File: src/rtl/fsk_pkg.sv
// -----------------------------------------------------------------------------
// fsk_pkg
// Shared definitions for the FSK link (modulator and demodulator).
//   - fsk_state_e       : transmit sequencer states
//   - *_DEF constants   : default tone timing and framing
//   - RX_* constants    : receiver decision values derived from the tone timing,
//                         so both ends of the link stay consistent
//   - even_parity()     : even parity over one data byte
// Optional feature macro: FSK_PARITY_EN (adds a parity bit after the data bits).
// -----------------------------------------------------------------------------
package fsk_pkg;

    // Tone timing and framing defaults
    localparam int HALF0_DEF          = 100;
    localparam int HALF1_DEF          = 147;
    localparam int CYCLES_PER_BIT_DEF = 8;
    localparam int PREAMBLE_BITS_DEF  = 4;
    localparam int CNT_W_DEF          = 16;
    localparam int DATA_BITS          = 8;

    // The receiver counts HALF-1 clocks between carrier edges and decides on
    // the sum of two consecutive intervals.
    localparam int RX_EDGE0    = HALF0_DEF - 1;
    localparam int RX_EDGE1    = HALF1_DEF - 1;
    localparam int RX_SUM0     = 2 * RX_EDGE0;
    localparam int RX_SUM1     = 2 * RX_EDGE1;
    localparam int RX_SUM1_LO  = RX_SUM1 - 8;
    localparam int RX_SUM1_HI  = RX_SUM1 + 8;
    localparam int RX_SUM_MID  = (RX_SUM0 + RX_SUM1) / 2;

    // Transmit sequencer states; ST_PARITY is only reachable with FSK_PARITY_EN
    typedef enum logic [2:0] {
        ST_IDLE     = 3'd0,
        ST_PREAMBLE = 3'd1,
        ST_START    = 3'd2,
        ST_DATA     = 3'd3,
        ST_PARITY   = 3'd4,
        ST_STOP     = 3'd5
    } fsk_state_e;

    // Even parity: 1 when the byte holds an odd number of ones
    function automatic logic even_parity(input logic [7:0] data);
        return ^data;
    endfunction

endpackage

File: src/rtl/fsk_tone_gen.sv
// -----------------------------------------------------------------------------
// fsk_tone_gen
// Phase-continuous square-wave carrier for one FSK symbol at a time.
// Ports:
//   clk      in   system clock
//   rst_n    in   synchronous reset, active-low
//   run      in   carrier enabled for the coming cycle; rising run starts the
//                 carrier high, falling run forces the line low
//   sym      in   symbol selecting the half-period (0 -> HALF0, 1 -> HALF1)
//   fsk_out  out  registered carrier
//   bit_done out  combinational pulse on the cycle whose edge ends the
//                 current bit (last half-period of the bit expires)
// -----------------------------------------------------------------------------
module fsk_tone_gen
    import fsk_pkg::*;
#(
    parameter int HALF0          = HALF0_DEF,
    parameter int HALF1          = HALF1_DEF,
    parameter int CYCLES_PER_BIT = CYCLES_PER_BIT_DEF,
    parameter int CNT_W          = CNT_W_DEF
) (
    input  logic clk,
    input  logic rst_n,
    input  logic run,
    input  logic sym,
    output logic fsk_out,
    output logic bit_done
);

    localparam int IDX_W = (2 * CYCLES_PER_BIT > 1) ? $clog2(2 * CYCLES_PER_BIT) : 1;
    localparam logic [CNT_W-1:0] LIM0     = CNT_W'(HALF0 - 1);
    localparam logic [CNT_W-1:0] LIM1     = CNT_W'(HALF1 - 1);
    localparam logic [IDX_W-1:0] IDX_LAST = IDX_W'(2 * CYCLES_PER_BIT - 1);

    logic [CNT_W-1:0] r_half_cnt;
    logic [IDX_W-1:0] r_half_idx;
    logic             r_on;
    logic             r_fsk_out;

    logic [CNT_W-1:0] w_limit;
    logic             w_half_end;

    // Half-period limit for the symbol currently being sent
    always_comb begin
        w_limit = LIM0;
        if (sym) begin
            w_limit = LIM1;
        end else begin
            w_limit = LIM0;
        end
    end

    assign w_half_end = r_on && (r_half_cnt == w_limit);
    assign bit_done   = w_half_end && (r_half_idx == IDX_LAST);
    assign fsk_out    = r_fsk_out;

    // Carrier state: the last half of every bit is low, so toggling at the
    // bit end always goes high and the next bit starts high with no phase jump
    always_ff @(posedge clk) begin
        if (!rst_n) begin
            r_on       <= 1'b0;
            r_fsk_out  <= 1'b0;
            r_half_cnt <= '0;
            r_half_idx <= '0;
        end else if (!run) begin
            r_on       <= 1'b0;
            r_fsk_out  <= 1'b0;
            r_half_cnt <= '0;
            r_half_idx <= '0;
        end else if (!r_on) begin
            r_on       <= 1'b1;
            r_fsk_out  <= 1'b1;
            r_half_cnt <= '0;
            r_half_idx <= '0;
        end else if (w_half_end) begin
            r_fsk_out  <= ~r_fsk_out;
            r_half_cnt <= '0;
            if (r_half_idx == IDX_LAST) begin
                r_half_idx <= '0;
            end else begin
                r_half_idx <= r_half_idx + IDX_W'(1);
            end
        end else begin
            r_half_cnt <= r_half_cnt + CNT_W'(1);
        end
    end

endmodule

File: src/rtl/fsk_modulator.sv
// -----------------------------------------------------------------------------
// fsk_modulator
// Byte-serial FSK transmitter. Each accepted byte is framed as
//   preamble (PREAMBLE_BITS x symbol 1), start (0), 8 data bits LSB first,
//   [even parity], stop (1)
// and sent as a phase-continuous square-wave carrier. The line is held low
// while idle.
// Ports:
//   clk      in   system clock
//   rst_n    in   synchronous reset, active-low
//   in_data  in   byte to transmit, sampled on the accept edge only
//   in_valid in   in_data valid
//   in_ready out  block can accept a byte (registered)
//   fsk_out  out  FSK carrier (registered)
//   busy     out  frame in progress (registered)
//   sym_out  out  symbol currently being sent (registered, debug)
// Optional feature macro: FSK_PARITY_EN inserts an even-parity bit between
// the data bits and the stop bit.
// -----------------------------------------------------------------------------
module fsk_modulator
    import fsk_pkg::*;
#(
    parameter int HALF0          = HALF0_DEF,
    parameter int HALF1          = HALF1_DEF,
    parameter int CYCLES_PER_BIT = CYCLES_PER_BIT_DEF,
    parameter int PREAMBLE_BITS  = PREAMBLE_BITS_DEF,
    parameter int CNT_W          = CNT_W_DEF
) (
    input  logic       clk,
    input  logic       rst_n,
    input  logic [7:0] in_data,
    input  logic       in_valid,
    output logic       in_ready,
    output logic       fsk_out,
    output logic       busy,
    output logic       sym_out
);

    localparam logic [3:0] PRE_LAST  = 4'(PREAMBLE_BITS - 1);
    localparam logic [3:0] DATA_LAST = 4'(DATA_BITS - 1);

    fsk_state_e r_state;
    logic [7:0] r_shift;
    logic [3:0] r_bit_cnt;
    logic       r_in_ready;
    logic       r_busy;
    logic       r_sym;

    fsk_state_e w_state;
    logic [7:0] w_shift;
    logic [3:0] w_bit_cnt;
    logic       w_in_ready;
    logic       w_busy;
    logic       w_sym;
    logic       w_run;
    logic       w_bit_done;
    logic       w_fsk_out;

`ifdef FSK_PARITY_EN
    logic       r_parity;
    logic       w_parity;
`endif

    fsk_tone_gen #(
        .HALF0          (HALF0),
        .HALF1          (HALF1),
        .CYCLES_PER_BIT (CYCLES_PER_BIT),
        .CNT_W          (CNT_W)
    ) u_tone (
        .clk      (clk),
        .rst_n    (rst_n),
        .run      (w_run),
        .sym      (r_sym),
        .fsk_out  (w_fsk_out),
        .bit_done (w_bit_done)
    );

    assign in_ready = r_in_ready;
    assign busy     = r_busy;
    assign sym_out  = r_sym;
    assign fsk_out  = w_fsk_out;

    // Sequencer next state; every symbol change lands on the edge that ends
    // the previous bit so the tone generator picks up the new half-period at once
    always_comb begin
        w_state    = r_state;
        w_shift    = r_shift;
        w_bit_cnt  = r_bit_cnt;
        w_in_ready = r_in_ready;
        w_busy     = r_busy;
        w_sym      = r_sym;
`ifdef FSK_PARITY_EN
        w_parity   = r_parity;
`endif
        case (r_state)
            ST_IDLE: begin
                w_in_ready = 1'b1;
                w_busy     = 1'b0;
                w_sym      = 1'b0;
                // r_in_ready gates acceptance, so the first edge after reset only raises ready
                if (in_valid && r_in_ready) begin
                    w_shift    = in_data;
                    w_bit_cnt  = 4'd0;
                    w_in_ready = 1'b0;
                    w_busy     = 1'b1;
                    w_sym      = 1'b1;
                    w_state    = ST_PREAMBLE;
`ifdef FSK_PARITY_EN
                    w_parity   = even_parity(in_data);
`endif
                end else begin
                    w_state    = ST_IDLE;
                end
            end
            ST_PREAMBLE: begin
                if (w_bit_done) begin
                    if (r_bit_cnt == PRE_LAST) begin
                        w_bit_cnt = 4'd0;
                        w_sym     = 1'b0;
                        w_state   = ST_START;
                    end else begin
                        w_bit_cnt = r_bit_cnt + 4'd1;
                    end
                end else begin
                    w_state = ST_PREAMBLE;
                end
            end
            ST_START: begin
                if (w_bit_done) begin
                    w_bit_cnt = 4'd0;
                    w_sym     = r_shift[0];
                    w_state   = ST_DATA;
                end else begin
                    w_state = ST_START;
                end
            end
            ST_DATA: begin
                if (w_bit_done) begin
                    w_shift = {1'b0, r_shift[7:1]};
                    if (r_bit_cnt == DATA_LAST) begin
                        w_bit_cnt = 4'd0;
`ifdef FSK_PARITY_EN
                        w_sym     = r_parity;
                        w_state   = ST_PARITY;
`else
                        w_sym     = 1'b1;
                        w_state   = ST_STOP;
`endif
                    end else begin
                        // r_shift[1] becomes bit 0 on this same edge
                        w_bit_cnt = r_bit_cnt + 4'd1;
                        w_sym     = r_shift[1];
                    end
                end else begin
                    w_state = ST_DATA;
                end
            end
`ifdef FSK_PARITY_EN
            ST_PARITY: begin
                if (w_bit_done) begin
                    w_sym   = 1'b1;
                    w_state = ST_STOP;
                end else begin
                    w_state = ST_PARITY;
                end
            end
`endif
            ST_STOP: begin
                // Frame end: the carrier is released instead of toggling high
                if (w_bit_done) begin
                    w_in_ready = 1'b1;
                    w_busy     = 1'b0;
                    w_sym      = 1'b0;
                    w_state    = ST_IDLE;
                end else begin
                    w_state = ST_STOP;
                end
            end
            default: begin
                w_in_ready = 1'b0;
                w_busy     = 1'b0;
                w_sym      = 1'b0;
                w_bit_cnt  = 4'd0;
                w_state    = ST_IDLE;
            end
        endcase
        // Carrier runs in the cycle after this edge whenever a frame is active
        w_run = (w_state != ST_IDLE);
    end

    // Sequencer registers; reset aborts any frame in progress
    always_ff @(posedge clk) begin
        if (!rst_n) begin
            r_state    <= ST_IDLE;
            r_shift    <= 8'd0;
            r_bit_cnt  <= 4'd0;
            r_in_ready <= 1'b0;
            r_busy     <= 1'b0;
            r_sym      <= 1'b0;
`ifdef FSK_PARITY_EN
            r_parity   <= 1'b0;
`endif
        end else begin
            r_state    <= w_state;
            r_shift    <= w_shift;
            r_bit_cnt  <= w_bit_cnt;
            r_in_ready <= w_in_ready;
            r_busy     <= w_busy;
            r_sym      <= w_sym;
`ifdef FSK_PARITY_EN
            r_parity   <= w_parity;
`endif
        end
    end

endmodule

File: config.mk
export PLATFORM = sky130hd
export DESIGN_NAME = fsk_modulator
export DESIGN_NICKNAME = d
export VERILOG_FILES = /design/src/rtl/fsk_pkg.sv /design/src/rtl/fsk_tone_gen.sv /design/src/rtl/fsk_modulator.sv
export SDC_FILE = /design/constraint.sdc
export NUM_CORES = 1
export LEC_CHECK = 0
export BUFFER_PORTS_ARGS = -buffer_cell sky130_fd_sc_hd__buf_2
export CORE_MARGIN = 5
export CORE_UTILIZATION = 55
export CTS_BUF_LIST = sky130_fd_sc_hd__clkbuf_16
export CTS_CLUSTER_DIAMETER = 30
export CTS_CLUSTER_SIZE = 10
export DETAILED_ROUTE_END_ITERATION = 7
export GPL_TIMING_DRIVEN = 0
export HOLD_SLACK_MARGIN = 0.06
export MAX_ROUTING_LAYER = met4
export PLACE_DENSITY = 0.71
export SYNTH_ARGS = -nofsm -noshare
export SYNTH_HDL_FRONTEND = slang
export SYNTH_HIERARCHICAL = 1
export SYNTH_SLANG_ARGS = --single-unit
File: constraint.sdc
create_clock -name clk -period 3.05 [get_ports clk]
set_input_delay 0 -clock clk [delete_from_list [all_inputs] [get_ports clk]]
set_output_delay 0 -clock clk [all_outputs]
set_load 0.01 [all_outputs]
# Yosys cells after proc, flatten, opt, wreduce, memory -nomap -nowiden
# Index checks and enable logic that the tools add are counted.
dict set report op_classes {
  add_sub_neg 3
  eq_ne 15
  muxes 35
  bitwise_logic 6
  n_reduce_logical 14
}
# operator count
set ops {}
lappend ops {{$mux 4} 7}
lappend ops {{$mux 8} 3}
lappend ops {{$pmux 4 s5} 1}
lappend ops {{$add 16x1->16 const B} 1}
lappend ops {{$eq 16x8->1} 1}
lappend ops {{$pmux 8 s2} 1}
lappend ops {{$mux 3} 5}
lappend ops {{$pmux 3 s5} 1}
lappend ops {{$mux 1} 14}
lappend ops {{$reduce_and 5->1} 2}
lappend ops {{$add 4x1->4 const B} 2}
lappend ops {{$ne 2x1->1 const B} 4}
lappend ops {{$eq 3x2->1 const B} 2}
lappend ops {{$ne 2x2->1 const B} 3}
lappend ops {{$not 1->1} 6}
lappend ops {{$pmux 1 s3} 2}
lappend ops {{$reduce_and 3->1} 2}
lappend ops {{$pmux 1 s5} 1}
lappend ops {{$eq 4x2->1 const B} 1}
lappend ops {{$eq 4x3->1 const B} 1}
lappend ops {{$eq 4x4->1 const B} 1}
lappend ops {{$reduce_and 2->1} 2}
lappend ops {{$reduce_or 4->1} 1}
lappend ops {{$eq 3x1->1 const B} 1}
lappend ops {{other kinds (6)} 8}
dict set report totals {
  register_bits 40
  in_bits 11
}

# Depth between registers and ports, before layout
dict set report depth {
  word_depth 9
  depth_mapped 15
  mapped_depth_nobuf 13
}

# Modules after synthesis
# The synthesis kept the hierarchy.
# mod instances cells_each area_each_um2 seq_area_each_um2
set by_module_without_submodules {}
lappend by_module_without_submodules {fsk_modulator 1 127 1083.5 360.3}
lappend by_module_without_submodules {fsk_tone_gen 1 115 1037.2 440.4}

# Least setup slack after synthesis
# OpenSTA, ideal clock, no wires.
dict set report synth_timing {
  path_type {register to register}
  startpoint {register u_tone.r_half_cnt[4]}
  endpoint {register u_tone.r_half_cnt[10]}
  setup_ns 0.117
  arrival_time_ns 2.553
  path_slack_ns 0.380
  stages_incl_launch_ff 16
  n_path_buf 3
  cell_sequence {dfxtp_1 > buf_6 > nand4b_4 > mux2_4 > nor2_1 > and3_1 > clkbuf_1 > a41oi_1 > nor3_1 > o21ai_0 > nand2_1 > inv_1 > nand2_1 > a21o_1 > buf_2 > nor2_1}
}
dict set report synth_between {
  elab_chain_cells 8
  word_cells_on_any_way 12
  cone_classes {add/sub: 1; eq/ne: 1; mux: 5; bitwise: 1; reduce/logical: 4}
}
# item line
set synth_lines {}
lappend synth_lines {{start: declaration} fsk_tone_gen.sv:35} ;# logic [CNT_W-1:0] r_half_cnt;
lappend synth_lines {{start signal: assignment} fsk_tone_gen.sv:84} ;# r_half_cnt <= r_half_cnt + CNT_W'(1);
lappend synth_lines {{$eq 16x8->1 *} fsk_tone_gen.sv:53} ;# assign w_half_end = r_on && (r_half_cnt == w_limit);
lappend synth_lines {{$logic_and 1x1->1 *} fsk_tone_gen.sv:53}
lappend synth_lines {{$logic_and 1x1->1 *} fsk_tone_gen.sv:54} ;# assign bit_done = w_half_end && (r_half_idx == IDX_LAST);
lappend synth_lines {{via w_bit_done} fsk_modulator.sv:56} ;# logic w_bit_done;
lappend synth_lines {{$mux 3 (tied with other cells)} fsk_modulator.sv:170} ;# if (w_bit_done) begin
lappend synth_lines {{$pmux 3 s5 *} fsk_modulator.sv:95} ;# case (r_state)
lappend synth_lines {{$reduce_bool 3->1 *} fsk_modulator.sv:188} ;# w_run = (w_state != ST_IDLE);
lappend synth_lines {{via w_run} fsk_modulator.sv:55} ;# logic w_run;
lappend synth_lines {{$not 1->1 (no line) *} -}
lappend synth_lines {{$reduce_or 4->1 (no line) *} -}
# The timed path passes the listed nets; every way through them passes the cells marked *.
# A chain may end at the register's enable or synchronous reset.

# Worst setup path after layout
dict set report layout_timing {
  startpoint {register u_tone.r_half_cnt[5]}
  endpoint {register u_tone.r_half_cnt[11]}
}
# Same word-level chain as after synthesis.

==> impl_metrics.env <==
export IMPL_status="complete, no violations"
export IMPL_crit_family="simple AND/OR/NAND/NOR gates"
export IMPL_slew_viol_final=0
export IMPL_drt_pre_antenna_iters=4
export IMPL_syn_avg_cell_area_sq_um=8.76
export IMPL_synth_cell_type_count=51
export IMPL_dp_cells=304
export IMPL_yosys_top_cells_area="dfxtp_1, mux2i_1, nand2_1"
export IMPL_cts_tree="yes"
export IMPL_io_buffers=14
export IMPL_cts_sinks=40
export IMPL_clk_path_buf_depth=2
export IMPL_n_fill_cell=309
export IMPL_layout_commonest_cell="dfxtp_1"
export IMPL_worst_r2r_setup_slack_ps=240
export IMPL_period_share=0.920
export IMPL_synth_top_area_share=0.378
export IMPL_antenna_found_initial=0
export IMPL_min_from="in_data[6]"
export IMPL_drt_initial_drc_count=113
export IMPL_start_util=0.575
export IMPL_dieArea_sq_um=5200
export IMPL_multi_input_area_sq_um=1260
export IMPL_finalSetupTns_ps=0
export IMPL_min_to="r_shift[6]$_SDFFE_PN0P_"
export IMPL_grt_pass1_vias=1605
export IMPL_htreeDepth=2
export IMPL_clk_pin_slew_worst_paths_ps=60
export IMPL_layout_drive_gt1_share=0.183
export IMPL_endpoint_kind="flip-flop"
export IMPL_rr_worst_depth=14
export IMPL_yosysWarnings=6
export IMPL_syn_cell_area_sq_um=2120
export IMPL_maxCapViolCount=0
export IMPL_critPathKind="flip-flop to flip-flop"
export IMPL_synthCells=242
export IMPL_hold_viol=0
export IMPL_syn_num_nets=256
export IMPL_root_buffer="clkbuf_16"
export IMPL_fin_crit_ps=2810
export IMPL_final_util=0.674
export IMPL_n_antenna_cell=0
export IMPL_cp_slowest_cell="dfxtp_1"
export IMPL_r2r_end="u_tone/r_half_cnt[11]$_SDFF_PP0_"
export IMPL_die_h_um=72.1
export IMPL_viasPerCell=5.71
export IMPL_cpPeakStageDelay_ps=380
export IMPL_regToRegStartpoint="u_tone/r_half_cnt[5]$_SDFF_PP0_"
export IMPL_place_hpwl_mm=3.01
export IMPL_final_cell_mix="dfxtp_1, nand2_1, nor2_1, buf_2, a21oi_1"
export IMPL_die_w_um=72.1
export IMPL_antenna_left=0
export IMPL_wirelength_mm=4.30
export IMPL_slew_headroom=0.722
export IMPL_place_congestion=0.826
export IMPL_synth_top_cell_by_area="dfxtp_1"
export IMPL_track_usage=0.179
export IMPL_grt_pass1_wl_mm=7.35
export IMPL_vias=1805
export IMPL_numCtsBuffers=5
export IMPL_critPathMaxFanout=10
export IMPL_arrival_ps=2980
export IMPL_setup_violations=0
export IMPL_start_kind="flip-flop"
export IMPL_critPathBufInv=3
export IMPL_cp_required_ps=3220
export IMPL_num_rows=22
export IMPL_synthFlopType="dfxtp_1"
export IMPL_fin_skew_ps=2.19
export IMPL_grt_max_degree=14
export IMPL_nNetsFinal=281
export IMPL_ys_ff_latch=40
export IMPL_drc=0
export IMPL_worst_pin_slew_ps=405
export IMPL_hold_path_depth=4
export IMPL_power_leakage_uw=0.00103
export IMPL_yosysSeqAreaShare=0.378
export IMPL_finalNonFillerCells=316
export IMPL_cp_cell_sequence="nand4bb_4 > mux2_4 > nor2_2 > and3_4 > clkbuf_4 > a41oi_1 > nor3_2 > o21ai_1 > nand2_1 > inv_1 > nand2_2 > a21o_4 > clkbuf_4 > nor2_1"
export IMPL_power_density_nw_per_um2=462
export IMPL_overflow=0
export IMPL_synth_edf_count=0
export IMPL_cp_common_cell="clkbuf_4"
export IMPL_area_growth_pct=17.2
export IMPL_timing_fmax_ghz=0.356
export IMPL_hold_class="primary input to flip-flop"
export IMPL_max_vdd_ir_drop_v=0.000269
export IMPL_wl_per_cell_um=13.6
export IMPL_ys_async_sr_fraction=0
export IMPL_clk_latency_ps=280
export IMPL_num_io_pins=15
export IMPL_core_area_sq_um=3690
export IMPL_register_area_sq_um=801
## how the worst max path moves through the flow
stage                                     startpoint                                to  slack (ps)  depth (start not counted)
finish               u_tone/r_half_cnt[5]$_SDFF_PP0_  u_tone/r_half_cnt[11]$_SDFF_PP0_         240                         14
global route        u_tone/r_half_cnt[11]$_SDFF_PP0_   u_tone/r_half_cnt[0]$_SDFF_PP0_         -40                         14
CTS                  u_tone/r_half_cnt[5]$_SDFF_PP0_   u_tone/r_half_cnt[8]$_SDFF_PP0_          50                         14
detailed placement  u_tone/r_half_cnt[11]$_SDFF_PP0_   u_tone/r_half_cnt[8]$_SDFF_PP0_        -360                         14
global placement    u_tone/r_half_cnt[11]$_SDFF_PP0_  u_tone/r_half_cnt[12]$_SDFF_PP0_        -370                         14
floorplan            u_tone/r_half_cnt[4]$_SDFF_PP0_  u_tone/r_half_cnt[10]$_SDFF_PP0_         380                         15
## sequential cells by signal, summed over array words and instances, names as in the netlist
register	cells
u_tone/r_half_idx	4
u_tone/fsk_out	1
sym_out	1
u_tone/r_half_cnt	16
busy	1
r_state	3
r_bit_cnt	4
r_shift	8
u_tone/r_on	1
in_ready	1
## routing by layer
layer,global-route usage,vias to the layer above,share of wire
met3,0.0443,6,0.050
met4,0.0501,0,0.0098
li1,-,935,-
met2,0.270,35,0.46
met1,0.239,829,0.48
met5,-,-,0
## kinds of logic (layout without fill, tap and decap cells)
logic type      after synthesis  in the layout  synth area share
fa+ha+maj                     3              3            0.0177
mux                          12             12            0.0596
xor+xnor                     12             12            0.0496
buf+inv                      19             45            0.0501
compound gates               52             52             0.179
simple gates                104            104             0.266
flops                        40             40             0.378
## Yosys cell counts, drive strengths merged (2+ instances only)
cell type	instances
and2	3
o31ai	2
xor2	7
nand3	10
o211ai	2
a31oi	3
nand4	7
xnor2	5
nand3b	4
o32ai	2
nand4b	2
inv	6
nor3	4
a311oi	2
ha	3
o211a	7
and4	2
or4	2
and3	5
clkbuf	5
or3	4
mux2	2
dfxtp	40
nand2	23
a21oi	12
nand2b	3
o21ai	9
buf	8
o22ai	3
or2	2
nor4	4
a21o	2
nor2b	5
nor3b	2
mux2i	10
nor2	21
## timing repair
action	4_1_cts	5_1_grt
pin swaps	1	2
setup endpoints to repair	17	17
hold endpoints to repair	2	0
resized for setup	3	10
buffers inserted	1	2
hold buffers	1	0
## layout make-up
| type | instances | share of cell area |
|---|---|---|
| Timing Repair Buffer | 18 | 0.0413 |
| Tap cell | 48 | 0.0242 |
| Multi-Input combinational cell | 183 | 0.509 |
| Clock inverter | 3 | 0.00755 |
| Inverter | 6 | 0.00906 |
| Sequential cell | 40 | 0.322 |
| Clock buffer | 5 | 0.0504 |
| Buffer | 13 | 0.0363 |
## power breakdown
part           internal (uW)  leakage, uW  total, uW  switching (uW)
Combinational           46.4     0.000628       93.5            47.1
Sequential               538     0.000324        551            12.7
Clock                    301    0.0000736        504             203
Total                    886      0.00103       1150             263
## worst register-to-register path: cells and delay by family, from the launching register on
kind                   cells  cell delay (ps)
AOI/OAI and AO/OA          3              400
buffers and inverters      3              460
DFF                        1              380
muxes                      1              300
and+or+nand+nor            7             1160
## stage by stage
stage	instance area, sq um	total power (uW)	hold slack (ps)	worst slack (ps)
2_1_floorplan	2120	623	133	380
3_3_place_gp	2250	648	300	-366
3_5_place_dp	2250	649	305	-359
4_1_cts	2430	1160	61.9	50.2
5_1_grt	2480	1210	91.2	-44.8
6_report	2480	1150	69.0	245
Power figures use the tool's default switching activity.
